--- config.mk ---
export PLATFORM = sky130hd
export DESIGN_NAME = symbol_phase_accum
export DESIGN_NICKNAME = d
export VERILOG_FILES = /design/src/rtl/symbol_phase_accum.sv
export SDC_FILE = /design/constraint.sdc
export NUM_CORES = 1
export LEC_CHECK = 0
export ABC_AREA = 1
export CAP_MARGIN = 20
export CORE_MARGIN = 1.5
export CORE_UTILIZATION = 50
export DETAILED_ROUTE_END_ITERATION = 8
export PLACE_DENSITY = 0.78
export SYNTH_ARGS = -nofsm -noshare
export SYNTH_HDL_FRONTEND = slang
export SYNTH_SLANG_ARGS = --single-unit
--- constraint.sdc ---
create_clock -name clk -period 3.4 [get_ports clk]
set_clock_uncertainty 0.2 [all_clocks]
set_input_delay 0.85 -clock clk [delete_from_list [all_inputs] [get_ports clk]]
set_output_delay 0.85 -clock clk [all_outputs]
set_load 0.01 [all_outputs]
--- src/rtl/symbol_phase_accum.sv ---
// Per-symbol phase-change accumulator: sums wrapped phase deltas across a symbol and emits the
// saturated 8-bit total one clock after the next symbol marker, flagging sync loss on overlong symbols.
module symbol_phase_accum #(
    parameter int unsigned MAX_SPS = 8
) (
    input  logic       clk,
    input  logic       reset,
    input  logic       sampleEn,
    input  logic       symEn,
    input  logic [7:0] phaseIn,
    output logic [7:0] dout,
    output logic       enOut,
    output logic       satOut,
    output logic       syncErr
);

    localparam logic [3:0] MaxCnt = 4'(MAX_SPS);

    typedef enum logic [0:0] {StSync, StRun} state_e;

    state_e            state_q;
    logic [7:0]        last_q;
    logic signed [11:0] acc_q;
    logic [3:0]        cnt_q;
    logic [7:0]        dout_q;
    logic              en_q;
    logic              sat_q;
    logic              err_q;

    logic [7:0]         diff;
    logic signed [11:0] delta;
    logic signed [11:0] total;
    logic [7:0]         sat_val;
    logic               sat_hit;

    // Modular subtraction then sign extension handles wrap across 0x00/0xFF.
    always_comb begin
        diff    = phaseIn - last_q;
        delta   = {{4{diff[7]}}, diff};
        total   = acc_q + delta;
        sat_val = total[7:0];
        sat_hit = 1'b0;
        if (total > 12'sd127) begin
            sat_val = 8'h7F;
            sat_hit = 1'b1;
        end else if (total < -12'sd128) begin
            sat_val = 8'h80;
            sat_hit = 1'b1;
        end
    end

    always_ff @(posedge clk or posedge reset) begin
        if (reset) begin
            state_q <= StSync;
            last_q  <= 8'h00;
            acc_q   <= '0;
            cnt_q   <= '0;
            dout_q  <= 8'h00;
            en_q    <= 1'b0;
            sat_q   <= 1'b0;
            err_q   <= 1'b0;
        end else begin
            en_q  <= 1'b0;
            sat_q <= 1'b0;
            err_q <= 1'b0;
            if (sampleEn) begin
                unique case (state_q)
                    StSync: begin
                        if (symEn) begin
                            last_q  <= phaseIn;
                            acc_q   <= '0;
                            cnt_q   <= 4'd1;
                            state_q <= StRun;
                        end
                    end
                    StRun: begin
                        if (symEn) begin
                            last_q <= phaseIn;
                            acc_q  <= '0;
                            cnt_q  <= 4'd1;
                            dout_q <= sat_val;
                            en_q   <= 1'b1;
                            sat_q  <= sat_hit;
                        end else if (cnt_q >= MaxCnt) begin
                            // Symbol overran: drop it and wait for a fresh marker.
                            acc_q   <= '0;
                            cnt_q   <= '0;
                            err_q   <= 1'b1;
                            state_q <= StSync;
                        end else begin
                            last_q <= phaseIn;
                            acc_q  <= total;
                            cnt_q  <= cnt_q + 4'd1;
                        end
                    end
                    default: state_q <= StSync;
                endcase
            end
        end
    end

    assign dout    = dout_q;
    assign enOut   = en_q;
    assign satOut  = sat_q;
    assign syncErr = err_q;

endmodule

==> metrics.yaml, run 1 <==
status:
  status: "finished, violations left"
  failed_checks: "negative setup slack"
timing:
  tightest_slew_ps: 608.7
  worst_hold_slack_ps: 321.9
  grt_setup_unrepaired: "yes"
  setup_violations: 8
  fin_crit_ps: 3593
  fin_crit_sh_pct: 105.7
  maxSlewHeadroom_pct: 59.30
  fin_tns_setup_ps: -1237
  hold_viol: 0
  slew_viol_final: 0
  finalWorstSetupSlack_ps: -192.5
  max_freq_ghz: 0.2784
floorplan:
  io_pins: 23
  initial_core_util_pct: 52.50
  die_y_um: 73.66
  core_sq_um: 4755
  rows: 25
  die_area_sq_um: 5425
  dieWidth_um: 73.66
logic_synthesis:
  synth_top_cell_by_area: "dfrtp_1"
  synth_edf_count: 0
  syn_inst: 334
  synth_area_leaders: "dfrtp_1 36%, ha_1 12%, nand2_1 11%"
  synth_nets: 371
  synth_most_common_cell: "nand2_1"
  synthDominantCellAreaShare_pct: 36.09
  netlist_top_cells_count: "74 x nand2_1, 63 x inv_1, 36 x dfrtp_1, 36 x nand3_1, 23 x ha_1"
  syn_area_sq_um: 2496
  synth.distinct_cells: 25
  ys_seq_area_share_pct: 36.09
  ys_async_sr_fraction_pct: 100.0
  synth-warning-count: 0
  ys.flop_type: "dfrtp_1"
  synth_area_per_cell_sq_um: 7.473
  synth-seq-cells: 36
detailed_routing:
  wire_per_inst_um: 14.65
  met2_length_um: 3765
  drt-met1-wl_um: 2710
  firstDrtPassIters: 5
  routed_wl_um: 6989
  drtIter0Drc: 159
  vias_per_cell: 5.153
  post-route-drc-count: 0
  dr.max_layer_used: "met4"
  num_vias: 2458
  wl_met3_um: 312
  ant_nets: 0
setup_path:
  crit_fanout: 7
  start_kind: "input port"
  critPathKind: "in2reg"
  endpoint_kind: "register"
  r2r_slack_ps: 110
  critPathRequiredTime_ps: 3360
  crit_arrival_ps: 3550
global_route:
  overflow: 0
  grt_pass1_vias: 2341
  grt_max_degree: 37
  grt_antenna_before_repair: 0
  grt_pass1_wl_um: 10450
  grt_usage_pct: 25.64
final_layout:
  antenna_cells: 0
  nFillCells: 300
  fin_cells: 477
  drive_gt1_share_pct: 33.66
  final_util_pct: 78.11
  nets: 446
  syn_to_final_growth_pct: 48.77
cts:
  cts_tree: "built"
  clock-sinks: 36
  cts_max_path_buffers: 2
  clkLatencyLatePin_ps: 290
  cts_made_buffers: 5
  clockRootBuffer: "clkbuf_8"
  htree_levels: 2
  clk_pin_slew_ps: 80
run:
  drv_cap: 0
pwr:
  ir_worst_vdd_mv: 0.4692
  power.leakage_uw: 0.001906
  power_density_nw_per_um2: 876.6
placement:
  pre_cts_ws_ps: -929.1
  hpwlAfterDp_um: 4444
  dp_cells: 459
  gp_congestion: 0.9385
  portBuffers: 22
worst_hold_path:
  min_path_type: "reg2reg"
-- report_power, final --
group / switching [uW] / total [uW] / internal, uW
combinational: 1200 / 2230 / 1030
clock: 160 / 378 / 218
sequential: 94.6 / 647 / 552
-- metal layers --
metal	GRT usage, %	up-vias
li1	-	1208
met1	31.17	1182
met2	46.65	52
met3	3.704	16
met4	7.613	0
met5	0	-
-- registers in the layout, summed over array words and instances (netlist names) --
register,flops
acc_q,12
dout,8
last_q,8
cnt_q,4
enOut,1
satOut,1
state_q,1
syncErr,1
-- cell type report --
class | count | area [sq um] | area share [%]
clock buffer | 6 | 72.57 | 1.954
clock inverter | 2 | 35.03 | 0.9434
timing repair buffer | 72 | 605.6 | 16.31
tap | 67 | 83.83 | 2.257
multi-input combinational | 230 | 1760 | 47.41
sequential | 36 | 900.9 | 24.26
inverter | 64 | 255.2 | 6.873
-- timing repair --
action                     4_1_cts  5_1_grt
hold buffers                     0        0
setup endpoints to repair       18       10
pin swaps                       43       15
buffers inserted                 8        2
gates resized for setup         64       28
-- cells by family after synthesis --
family | synth area share (%)
flip-flops | 36.09
AO/OA/AOI/OAI | 10.08
buffers and inverters | 10.23
XOR/XNOR | 4.210
multiplexers | 0.4511
adder cells (fa/ha/maj) | 13.13
AND/OR/NAND/NOR | 25.81
-- cell usage in the layout, fill, tap and decap left out, drive strengths merged --
master and count:
nor2 20, nand3b 1, o21ai 14, a21oi 24, nand2 79, nand3 37
dlygate4sd2 5, ha 23, nand4 3, or2 7, fa 2, o22ai 4
clkdlybuf4s50 15, a31oi 1, xor2 5, xnor2 7, inv 64, mux2 1
clkbuf 6, buf 52, dfrtp 36, bufinv 1, o211ai 1, clkinv 1
o21bai 1
-- critical path, cell delays in order --
cell and delay, ps:
dlygate4sd2_1 270, ha_4 250, a21oi_4 160, nand2_4 90, buf_4 140, xnor2_1 150
inv_1 100, ha_4 290, nand2_1 100, inv_1 90, nand2_1 60, nand2_1 60
nand2_1 80, nand3_1 90, nand2_1 50, nand2_1 90, nand4_1 180, a21oi_4 320
a21oi_1 120
-- per-stage QoR --
stage	cell area, sq um	total power (uW)
6_report	3714	3255
5_1_grt	3714	3503
4_1_cts	3545	2946
3_5_place_dp	3128	2270
3_3_place_gp	3128	2230
2_1_floorplan	2539	1651
-- worst paths after layout --
kind	from	endpoint	depth (start not counted)
worst max-delay path	phaseIn[2]	dout[3]	19
worst min-delay path	dout[7]	dout[7]	2
worst max register to register	last_q[0]	dout[3]	19
worst min register to register	dout[7]	dout[7]	2
max in group asynchronous	reset	cnt_q[2]	3
min in group asynchronous	reset	last_q[5]	3
Note: power is estimated with default switching activity, not from simulation.
==> run 2: changes to the inputs <==
==> constraint.sdc (replaced) <==
create_clock -name clk -period 4.25 [get_ports clk]
set_clock_uncertainty 0.2 [all_clocks]
set_input_delay 1.0625 -clock clk [delete_from_list [all_inputs] [get_ports clk]]
set_output_delay 1.0625 -clock clk [all_outputs]
set_load 0.01 [all_outputs]
==> run 2 against run 1 <==
  * The flow now finishes without violations
  * Cell count fell by 5.0%
  * Global-route usage down 3.0 points
  * Critical path depth did not move
  * Sequential power is 22% lower
  * Combinational power shrank 32%
  * Cell area is 12% lower
  * Clock-buffer cell count unchanged
  * First-iteration DRC count down 43%
  * Core utilization decreased by 9.2 points
  * Clock power shrank 31%
  * Non-clock buffer count decreased by 24
  * Largest cell class unchanged
==> metrics.yaml, run 2 (synthesis results as in run 1) <==
status:
  status: "complete, no violations"  # was finished, violations left
final_layout:
  seq_area_sq_um: 900.9  # unchanged
  nFillCells: 397  # was 300
  syn_to_final_growth_pct: 31.28  # was 48.77%
  final_cell_mix: "62 x inv_1, 55 x nand2_1, 36 x dfrtp_1"  # was 59 x inv_1, 56 x nand2_1, 47 x buf_4
  final_area_sq_um: 3277  # was 3714 sq um
  nets: 422  # was 446
  antenna_cells: 0  # unchanged
  top_register: "acc_q"  # unchanged
  drive_gt1_share_pct: 25.13  # was 33.66%
  multiInputGateArea_sq_um: 1525  # was 1760 sq um
  largest_register_ffs: 12  # unchanged
  final_common_cell: "inv_1"  # unchanged
run:
  drv_cap: 0  # unchanged
global_route:
  grt_antenna_before_repair: 0  # unchanged
  grt_pass1_wl_um: 9239  # was 10450 um
  grt_usage_pct: 22.65  # was 25.64%
  overflow: 0  # unchanged
  grt_pass1_vias: 2149  # was 2341
  grt_max_degree: 37  # unchanged
setup_path:
  path_cells: "clkdlybuf4s50_1 > ha_1 > nand2_1 > nand2_1 > a21oi_2 > nand2_1 > nand2_1 > nand2_2 > ha_1 > nand2_1 > nor2_2 > nand3_1 > nand3_1 > nand2_1 > nand2_2 > nand4_1 > a21oi_4 > buf_12 > a21oi_2"  # was dlygate4sd2_1 > ha_4 > a21oi_4 > nand2_4 > buf_4 > xnor2_1 > inv_1 > ha_4 > nand2_1 > inv_1 > nand2_1 > nand2_1 > nand2_1 > nand3_1 > nand2_1 > nand2_1 > nand4_1 > a21oi_4 > a21oi_1
  endpoint_kind: "register"  # unchanged
  crit_fanout: 7  # unchanged
  critPathKind: "in2reg"  # unchanged
  critPathRequiredTime_ps: 4250  # was 3360 ps
  crit_arrival_ps: 4120  # was 3550 ps
  start_kind: "input port"  # unchanged
  slowest_stage: "clkdlybuf4s50_1"  # was a21oi_4
  cp_common_cell: "nand2_1"  # unchanged
  cpPeakStageDelay_ps: 430  # was 320 ps
detailed_routing:
  routed_wl_um: 5947  # was 6989 um
  num_vias: 2244  # was 2458
  ant_nets: 0  # unchanged
  vias_per_cell: 4.954  # was 5.153
  post-route-drc-count: 0  # unchanged
  firstDrtPassIters: 4  # was 5
  drtIter0Drc: 91  # was 159
  wire_per_inst_um: 13.13  # was 14.65 um
timing:
  maxSlewHeadroom_pct: 57.12  # was 59.30%
  fin_crit_ps: 4122
  setup_violations: 0  # was 8
  tightest_slew_ps: 641.3  # was 608.7 ps
  hold_viol: 0  # unchanged
  finalWorstSetupSlack_ps: 128.3  # was -192.5 ps
  fin_crit_sh_pct: 96.98
  max_freq_ghz: 0.2426
  slew_viol_final: 0  # unchanged
cts:
  clk_pin_slew_ps: 80  # about the same
  clockRootBuffer: "clkbuf_8"  # unchanged
  cts_max_path_buffers: 2  # unchanged
  cts_made_buffers: 5  # unchanged
  htree_levels: 2  # unchanged
  clock-sinks: 36  # unchanged
  cts_tree: "built"  # unchanged
  clkLatencyLatePin_ps: 300  # was 290 ps
worst_hold_path:
  min_path_type: "reg2reg"  # unchanged
pwr:
  ir_worst_vdd_mv: 0.3165  # was 0.4692 mV
  power.leakage_uw: 0.001722  # was 0.001906 uW
  power_density_nw_per_um2: 694.2  # was 876.6 nW/um^2
placement:
  gp_congestion: 0.9478  # was 0.9385
  place_area_sq_um: 2943  # was 3128 sq um
  pre_cts_ws_ps: -226.0  # was -929.1 ps
  portBuffers: 22  # unchanged
  hpwlAfterDp_um: 4259  # was 4444 um
floorplan:
  initial_core_util_pct: 52.50  # unchanged
  core_sq_um: 4755  # unchanged
  io_pins: 23  # unchanged
  dieWidth_um: 73.66  # unchanged
  die_area_sq_um: 5425  # unchanged
  rows: 25  # unchanged
  die_y_um: 73.66  # unchanged
run 2: final cells by class:
| type | count | area share (%) |
|---|---|---|
| inverters | 64 | 7.331 |
| multi-input cells | 230 | 46.54 |
| well taps | 67 | 2.558 |
| clock inverters | 2 | 0.3055 |
| repair buffers | 48 | 13.25 |
| flip-flops and latches | 36 | 27.49 |
| clock buffers | 6 | 2.520 |
run 2: metal layers:
layer | vias to the layer above | global-route usage, % | routed length, um
li1 | 1159 | - | -
met1 | 1035 | 26.40 | 2487
met2 | 35 | 38.74 | 3052
met3 | 15 | 5.213 | 212
met4 | 0 | 11.52 | 194
met5 | - | 0 | 0
run 2: final timing paths:
check,startpoint,endpoint,slack (ps),cells past startpoint
min in group asynchronous,reset,dout[4],960,3
min,dout[7],dout[7],290,2
max in group asynchronous,reset,cnt_q[1],2560,3
max reg2reg,last_q[0],dout[1],920,20
min reg2reg,dout[7],dout[7],290,2
max,phaseIn[4],dout[1],130,19
run 2: where the power goes:
| part | internal, uW | leakage (uW) | switching, uW | total, uW |
|---|---|---|---|---|
| registers | 442 | 0.000441 | 62.2 | 504 |
| logic | 659 | 0.00123 | 851 | 1510 |
| clock network | 129 | 0.0000510 | 131 | 261 |
run 2: repair_timing:
action,in CTS,in global routing
hold buffers,0,0
buffers inserted,0,5
setup endpoints to repair,0,10
resized for setup,0,49
run 2: worst max-delay path: cells and delay by family:
family / cells / cell delay (ps)
adders and majority gates: 2 / 700
and+or+nand+nor: 12 / 1280
AOI/OAI and AO/OA: 3 / 490
buffers and inverters: 2 / 570
run 2: through the flow:
step	setup TNS [ps]	cells	hold WS (ps)	utilization, %	power (uW)
2_1_floorplan	0	334	282.2	-	1308
3_3_place_gp	-738.0	440	285.1	61.89	1683
3_5_place_dp	-1678	440	277.2	61.89	1719
4_1_cts	0	448	296.8	63.84	1986
5_1_grt	-1071	453	331.9	68.92	2459
6_report	0	453	291.8	68.92	2275
